--- config.mk ---
export PLATFORM = sky130hd
export DESIGN_NAME = npc_mem_arbiter
export DESIGN_NICKNAME = d
export VERILOG_FILES = /design/src/rtl/npc_mem_arbiter.sv
export SDC_FILE = /design/constraint.sdc
export NUM_CORES = 1
export LEC_CHECK = 0
export ABC_AREA = 0
export CAP_MARGIN = 20
export CORE_AREA = 2 2 175 177
export CTS_CLUSTER_SIZE = 16
export DETAILED_ROUTE_END_ITERATION = 16
export DIE_AREA = 0 0 177 179
export GPL_ROUTABILITY_DRIVEN = 0
export PLACE_DENSITY = 0.67
export SYNTH_ARGS = -nofsm -noshare
export SYNTH_HDL_FRONTEND = slang
export SYNTH_SLANG_ARGS = --single-unit
export TNS_END_PERCENT = 100
--- constraint.sdc ---
create_clock -name clk -period 1.5 [get_ports clk]
set_input_delay 0.3 -clock clk [delete_from_list [all_inputs] [get_ports clk]]
set_output_delay 0.3 -clock clk [all_outputs]
set_load 0.05 [all_outputs]
--- src/rtl/npc_mem_arbiter.sv ---
// npc_mem_arbiter: shares the single physical-memory port between the IFU
// (read-only fetch) and the LSU (load/store). Only one transaction is in
// flight at any time: accept -> forward downstream -> wait for response ->
// return the response to the requester that issued it.
//
// Build option: NPC_ARB_RR_EN
//   defined   - round-robin on a tie, using a 1-bit "last granted" pointer
//   undefined - fixed priority, LSU wins every tie
//
// state  | meaning
// -------+---------------------------------------------------------------
// IDLE   | no transaction, grant one valid requester
// REQ    | mem_req_valid high with latched fields, waiting for mem_req_ready
// WAIT   | request taken downstream, waiting for mem_resp_valid
module npc_mem_arbiter #(
    parameter int ADDR_W = 32,
    parameter int DATA_W = 64
) (
    input  logic                clk,
    input  logic                rst_n,
    input  logic                ifu_req_valid,
    output logic                ifu_req_ready,
    input  logic [ADDR_W-1:0]   ifu_req_addr,
    output logic                ifu_resp_valid,
    output logic [DATA_W-1:0]   ifu_resp_data,
    input  logic                lsu_req_valid,
    output logic                lsu_req_ready,
    input  logic [ADDR_W-1:0]   lsu_req_addr,
    input  logic                lsu_req_wen,
    input  logic [DATA_W-1:0]   lsu_req_wdata,
    input  logic [DATA_W/8-1:0] lsu_req_wmask,
    output logic                lsu_resp_valid,
    output logic [DATA_W-1:0]   lsu_resp_data,
    output logic                mem_req_valid,
    input  logic                mem_req_ready,
    output logic [ADDR_W-1:0]   mem_req_addr,
    output logic                mem_req_wen,
    output logic [DATA_W-1:0]   mem_req_wdata,
    output logic [DATA_W/8-1:0] mem_req_wmask,
    input  logic                mem_resp_valid,
    input  logic [DATA_W-1:0]   mem_resp_data,
    output logic                busy
);

    localparam int MASK_W = DATA_W / 8;

    localparam logic [1:0] S_IDLE = 2'd0;
    localparam logic [1:0] S_REQ  = 2'd1;
    localparam logic [1:0] S_WAIT = 2'd2;

    logic [1:0]        state;
    logic              owner_lsu;
    logic [ADDR_W-1:0] req_addr;
    logic              req_wen;
    logic [DATA_W-1:0] req_wdata;
    logic [MASK_W-1:0] req_wmask;

    logic grant_ifu;
    logic grant_lsu;
    logic ifu_accept;
    logic lsu_accept;

`ifdef NPC_ARB_RR_EN
    // 1 = LSU was granted last; reset value makes the IFU win the first tie
    logic last_lsu;

    // Round-robin: on a tie, the requester not granted last time wins
    always_comb begin
        grant_ifu = 1'b0;
        grant_lsu = 1'b0;
        if (ifu_req_valid && lsu_req_valid) begin
            grant_lsu = ~last_lsu;
            grant_ifu = last_lsu;
        end else begin
            grant_lsu = lsu_req_valid;
            grant_ifu = ifu_req_valid;
        end
    end

    // Pointer follows every accepted request
    always_ff @(posedge clk or negedge rst_n) begin
        if (!rst_n) begin
            last_lsu <= 1'b1;
        end else if (ifu_accept || lsu_accept) begin
            last_lsu <= lsu_accept;
        end
    end
`else
    // Fixed priority: the LSU wins every tie
    always_comb begin
        grant_lsu = lsu_req_valid;
        grant_ifu = ifu_req_valid & ~lsu_req_valid;
    end
`endif

    assign ifu_req_ready = (state == S_IDLE) & grant_ifu;
    assign lsu_req_ready = (state == S_IDLE) & grant_lsu;
    assign ifu_accept    = ifu_req_valid & ifu_req_ready;
    assign lsu_accept    = lsu_req_valid & lsu_req_ready;

    assign mem_req_valid = (state == S_REQ);
    assign mem_req_addr  = req_addr;
    assign mem_req_wen   = req_wen;
    assign mem_req_wdata = req_wdata;
    assign mem_req_wmask = req_wmask;
    assign busy          = (state != S_IDLE);

    // Transaction sequencing, request latching and response return
    always_ff @(posedge clk or negedge rst_n) begin
        if (!rst_n) begin
            state          <= S_IDLE;
            owner_lsu      <= 1'b0;
            req_addr       <= '0;
            req_wen        <= 1'b0;
            req_wdata      <= '0;
            req_wmask      <= '0;
            ifu_resp_valid <= 1'b0;
            ifu_resp_data  <= '0;
            lsu_resp_valid <= 1'b0;
            lsu_resp_data  <= '0;
        end else begin
            ifu_resp_valid <= 1'b0;
            lsu_resp_valid <= 1'b0;
            case (state)
                S_IDLE: begin
                    if (lsu_accept) begin
                        owner_lsu <= 1'b1;
                        req_addr  <= lsu_req_addr;
                        req_wen   <= lsu_req_wen;
                        req_wdata <= lsu_req_wdata;
                        req_wmask <= lsu_req_wmask;
                        state     <= S_REQ;
                    end else if (ifu_accept) begin
                        owner_lsu <= 1'b0;
                        req_addr  <= ifu_req_addr;
                        req_wen   <= 1'b0;
                        req_wdata <= '0;
                        req_wmask <= '0;
                        state     <= S_REQ;
                    end
                end
                S_REQ: begin
                    if (mem_req_ready) begin
                        state <= S_WAIT;
                    end
                end
                S_WAIT: begin
                    if (mem_resp_valid) begin
                        state <= S_IDLE;
                        if (owner_lsu) begin
                            lsu_resp_valid <= 1'b1;
                            // stores return no data
                            lsu_resp_data  <= req_wen ? '0 : mem_resp_data;
                        end else begin
                            ifu_resp_valid <= 1'b1;
                            ifu_resp_data  <= mem_resp_data;
                        end
                    end
                end
                default: state <= S_IDLE;
            endcase
        end
    end

endmodule

==> results of run 1 <==
per-layer routing:
layer	GRT usage (%)	routed length [um]	up-vias
met3	5.96	3040	57
li1	-	-	3477
met2	34.7	18200	344
met5	0	13	-
met1	22.9	12700	3845
met4	5.79	824	2
flip-flops by register name, indices dropped and copies added (netlist names):
signal / flops
mem_req_wdata: 64
lsu_resp_data: 64
ifu_resp_valid: 1
lsu_resp_valid: 1
mem_req_addr: 32
mem_req_wmask: 8
state: 2
mem_req_wen: 1
ifu_resp_data: 64
owner_lsu: 1
worst min-delay path by stage:
stage / to / depth (start not counted) / slack (ns)
3_3_place_gp: ifu_resp_data[9] / 1 / 0.23
3_5_place_dp: ifu_resp_data[9] / 1 / 0.23
5_1_grt: lsu_resp_data[8] / 2 / 0.26
6_report: ifu_resp_data[12] / 2 / 0.25
4_1_cts: lsu_resp_data[10] / 2 / 0.25
2_1_floorplan: ifu_resp_data[0] / 0 / 0.004
worst register-to-register path, stage by stage, from the launching register on:
cell and delay [ns]:
dfrtp_1 0.36, buf_4 0.11, buf_4 0.09, nand2b_1 0.11, nor3b_4 0.20, buf_6 0.14
buf_12 0.17, clkbuf_16 0.18, mux2_1 0.33
report_power, final:
| part | internal, mW | total, mW | switching (mW) | leakage, nW |
|---|---|---|---|---|
| combinational | 15.6 | 31.0 | 15.4 | 5.04 |
| sequential | 9.34 | 12.8 | 3.49 | 2.99 |
| clock | 4.01 | 6.65 | 2.64 | 0.443 |
| total | 29.0 | 50.5 | 21.5 | 8.47 |
kinds of logic after synthesis:
logic type             count (synthesis)
flip-flops                           238
buffers and inverters                 54
AND/OR/NAND/NOR                      137
multiplexers                         128
AO/OA/AOI/OAI                        141
placed cells by master (no fill, tap or decap), types with 6 or more instances in the layout:
cell / count
buf_12: 258
clkbuf_1: 6
dfrtp_1: 237
clkinv_2: 6
buf_6: 10
nand2_4: 35
mux2_2: 79
nand2_1: 18
o21ai_0: 10
clkbuf_8: 6
clkbuf_16: 36
nand2_2: 13
buf_4: 33
a22o_1: 73
o21ai_2: 31
o21ai_1: 25
clkdlybuf4s50_1: 205
nand2b_1: 65
mux2_1: 49
through the flow:
step	hold WS (ns)	std cells	power [mW]	TNS, ns	cell area (um^2)
floorplan	0.00441	698	25.1	0	9370
global placement	0.228	1530	41.3	-78.46	16900
detailed placement	0.229	1530	41.7	-80.66	16900
CTS	0.247	1599	49.5	-24.23	18200
global route	0.263	1620	52.4	-46.42	19100
finish	0.251	1620	50.5	-30.77	19100
area by class of cell:
cell class | instances | area, um^2 | area share, %
timing repair buffer | 529 | 8130 | 42.6
multi-input combinational | 406 | 3570 | 18.8
clock inverter | 10 | 136 | 0.716
sequential | 238 | 5960 | 31.3
inverter | 3 | 13.8 | 0.0722
tap | 396 | 495 | 2.60
clock buffer | 38 | 756 | 3.97
repair_timing:
item / 4_1_cts / 5_1_grt
gates resized for setup: 36 / 176
setup buffers: 15 / 6
setup endpoints to repair: 167 / 241
hold buffers: 1 / 0
endpoints found under the hold margin: 39 / 0
pin swaps: 4 / 37
gates cloned: 5 / 15
==> metrics.md, run 1 <==
| Metric | Value |
|---|---|
| Synth top area share | `around 64%` |
| Asr flop ratio synth | `100%` |
| Synth Flop Type | `dfrtp_1` |
| Buffers on Ports | `~450` |
| CP Data Arrival Time | `1.62 ns` |
| Worst-skew pair later-pin latency | `around 0.54 ns` |
| Final wirelength | `34.8 mm` |
| CP Capture Type | `output port` |
| Yosys cell types | `19` |
| First-pass GRT wire length | `approximately 48 mm` |
| Slew margin rel. | `about three quarters` |
| Drt wl/cell | `approximately 21 um` |
| Failing checks | `negative setup slack` |
| H-tree depth | `1` |
| MaxCap Viol Count | `0` |
| Worst Path Buf+Inv | `3` |
| RSZ-0062 raised after global routing | `true` |
| Die width | `~180 um` |
| Synth Register Bits | `around 240` |
| Synthesized instance count | `roughly 700` |
| CP Capture Point | `lsu_req_ready` |
| Final #Nets | `1411` |
| Most common cell in the netlist | `dfrtp_1` |
| Post-synth EDFFs | `0` |
| Leakage | `between 8 and 9 nW` |
| TritonRoute pass-1 iters | `4` |
| Dpl hpwl | `around 23 mm` |
| Worst slew pin tran | `0.367 ns` |
| Final worst slack | `-0.420 ns` |
| Clock sink count | `between 200 and 250` |
| Vias in the first global route | `~8200` |
| Root Buffer | `clkbuf_16` |
| Syn Nets | `just over 900` |
| Ports | `between 400 and 500` |
| Worst R2R Start | `state[1]` |
| Synth warn | `0` |
| Synthesized area per cell | `between 10 and 15 um^2` |
| Post-detailed-route count of antenna-violating nets | `0` |
| Die area | `about 32000 um^2` |
| Post-layout min period | `about 1.9 ns` |
| Seq/Total Area, Yosys | `63.6%` |
| WP data required | `between 1 and 1.5 ns` |
| Worst path depth | `5` |
| Num rows | `between 60 and 70` |
| DRT iter0 DRCs | `310` |
| Worst Hold Class | `in2async` |
| Ant diodes | `0` |
| Num CTS Buffers | `26` |
| Clock buffer depth | `3` |
| Starting Density | `slightly above 30%` |
| Synth Area in Simple Gates | `around 7.4%` |
| Largest family of logic cells by synthesized area | `multiplexers` |
| Setup crit start | `state[0]` |
| Run status | `finished with violations` |
| Initial antenna violation count | `1` |
| Setup Skew | `approximately 0.0085 ns` |
| CP dominant cell by count | `buf_12` |
| Largest net degree at the start of global routing | `between 100 and 150` |
| Clk slew on worst S/H paths | `around 0.06 ns` |
| Critical path type | `reg2out` |
| Worst VDD drop | `1440 uV` |
| Post-synth top cells | `dfrtp_1, mux2_2, a22o_1` |
| # setup viols final | `about 210` |
| Mapped cell area | `9370 um^2` |
| Pwr dens | `between 2000 and 3000 nW/um^2` |
| Via-to-Cell Ratio | `4.77` |
| Placement Setup Slack | `-0.436 ns` |
| Syn-to-layout area delta | `103%` |
| GRT Total Usage | `approximately a fifth` |
| CP max stage delay | `0.38 ns` |
| Die Ht | `about 180 um` |
| Global route overflow | `0` |
| CTS tree | `done` |
| Fill cells | `around 2200` |
| F_max | `about 520 MHz` |
| Crit path cell chain | `buf_6 -> nor2_4 -> and2_4 -> buf_12 -> buf_12` |
| DR DRC count | `0` |
| Xor and xnor area share after synthesis | `0%` |
| Layout cells sized above 1 | `43.5%` |
| Final Hold Fails | `0` |
| Post-synth top area cell | `dfrtp_1` |
| Largest cells by area after synthesis | `dfrtp_1, mux2_2, a22o_1` |
| Fin util | `a little under two thirds` |
| CP max-delay cell | `dfrtp_1` |
| Setup slack, reg-to-reg | `-0.30 ns` |
| R2R cell count | `8` |
| Adder-cell share of the synthesized area | `0%` |
| Worst Setup Start Kind | `register` |
| Detailed-route via count | `about 7700` |
| Mux contribution to synthesized area | `approximately 15%` |
| Synth Area in Compound Gates | `roughly a tenth` |
| Slew Limit Fails | `0` |
| CORE AREA | `~30000 um^2` |
| CP delay by family, top | `flip-flops` |
| Tcrit/Tclk final | `128%` |
| Worst Path Max Fanout | `3` |
| R2r endpoint | `ifu_resp_data[51]` |
Note: power is estimated with default switching activity, not from simulation.
==> inputs of run 2 (changes only) <==
--- a/config.mk
+++ b/config.mk
@@ -6,12 +6,14 @@
 export NUM_CORES = 1
 export LEC_CHECK = 0
 export ABC_AREA = 0
+export ABC_CLOCK_PERIOD_IN_PS = 1500
 export CAP_MARGIN = 20
 export CORE_AREA = 2 2 175 177
 export CTS_CLUSTER_SIZE = 16
 export DETAILED_ROUTE_END_ITERATION = 16
 export DIE_AREA = 0 0 177 179
 export GPL_ROUTABILITY_DRIVEN = 0
+export HOLD_SLACK_MARGIN = 0.02
 export PLACE_DENSITY = 0.67
 export SYNTH_ARGS = -nofsm -noshare
 export SYNTH_HDL_FRONTEND = slang
==> results of run 2 <==
The final DEF is identical to that of run 1; final timing and power are the same.
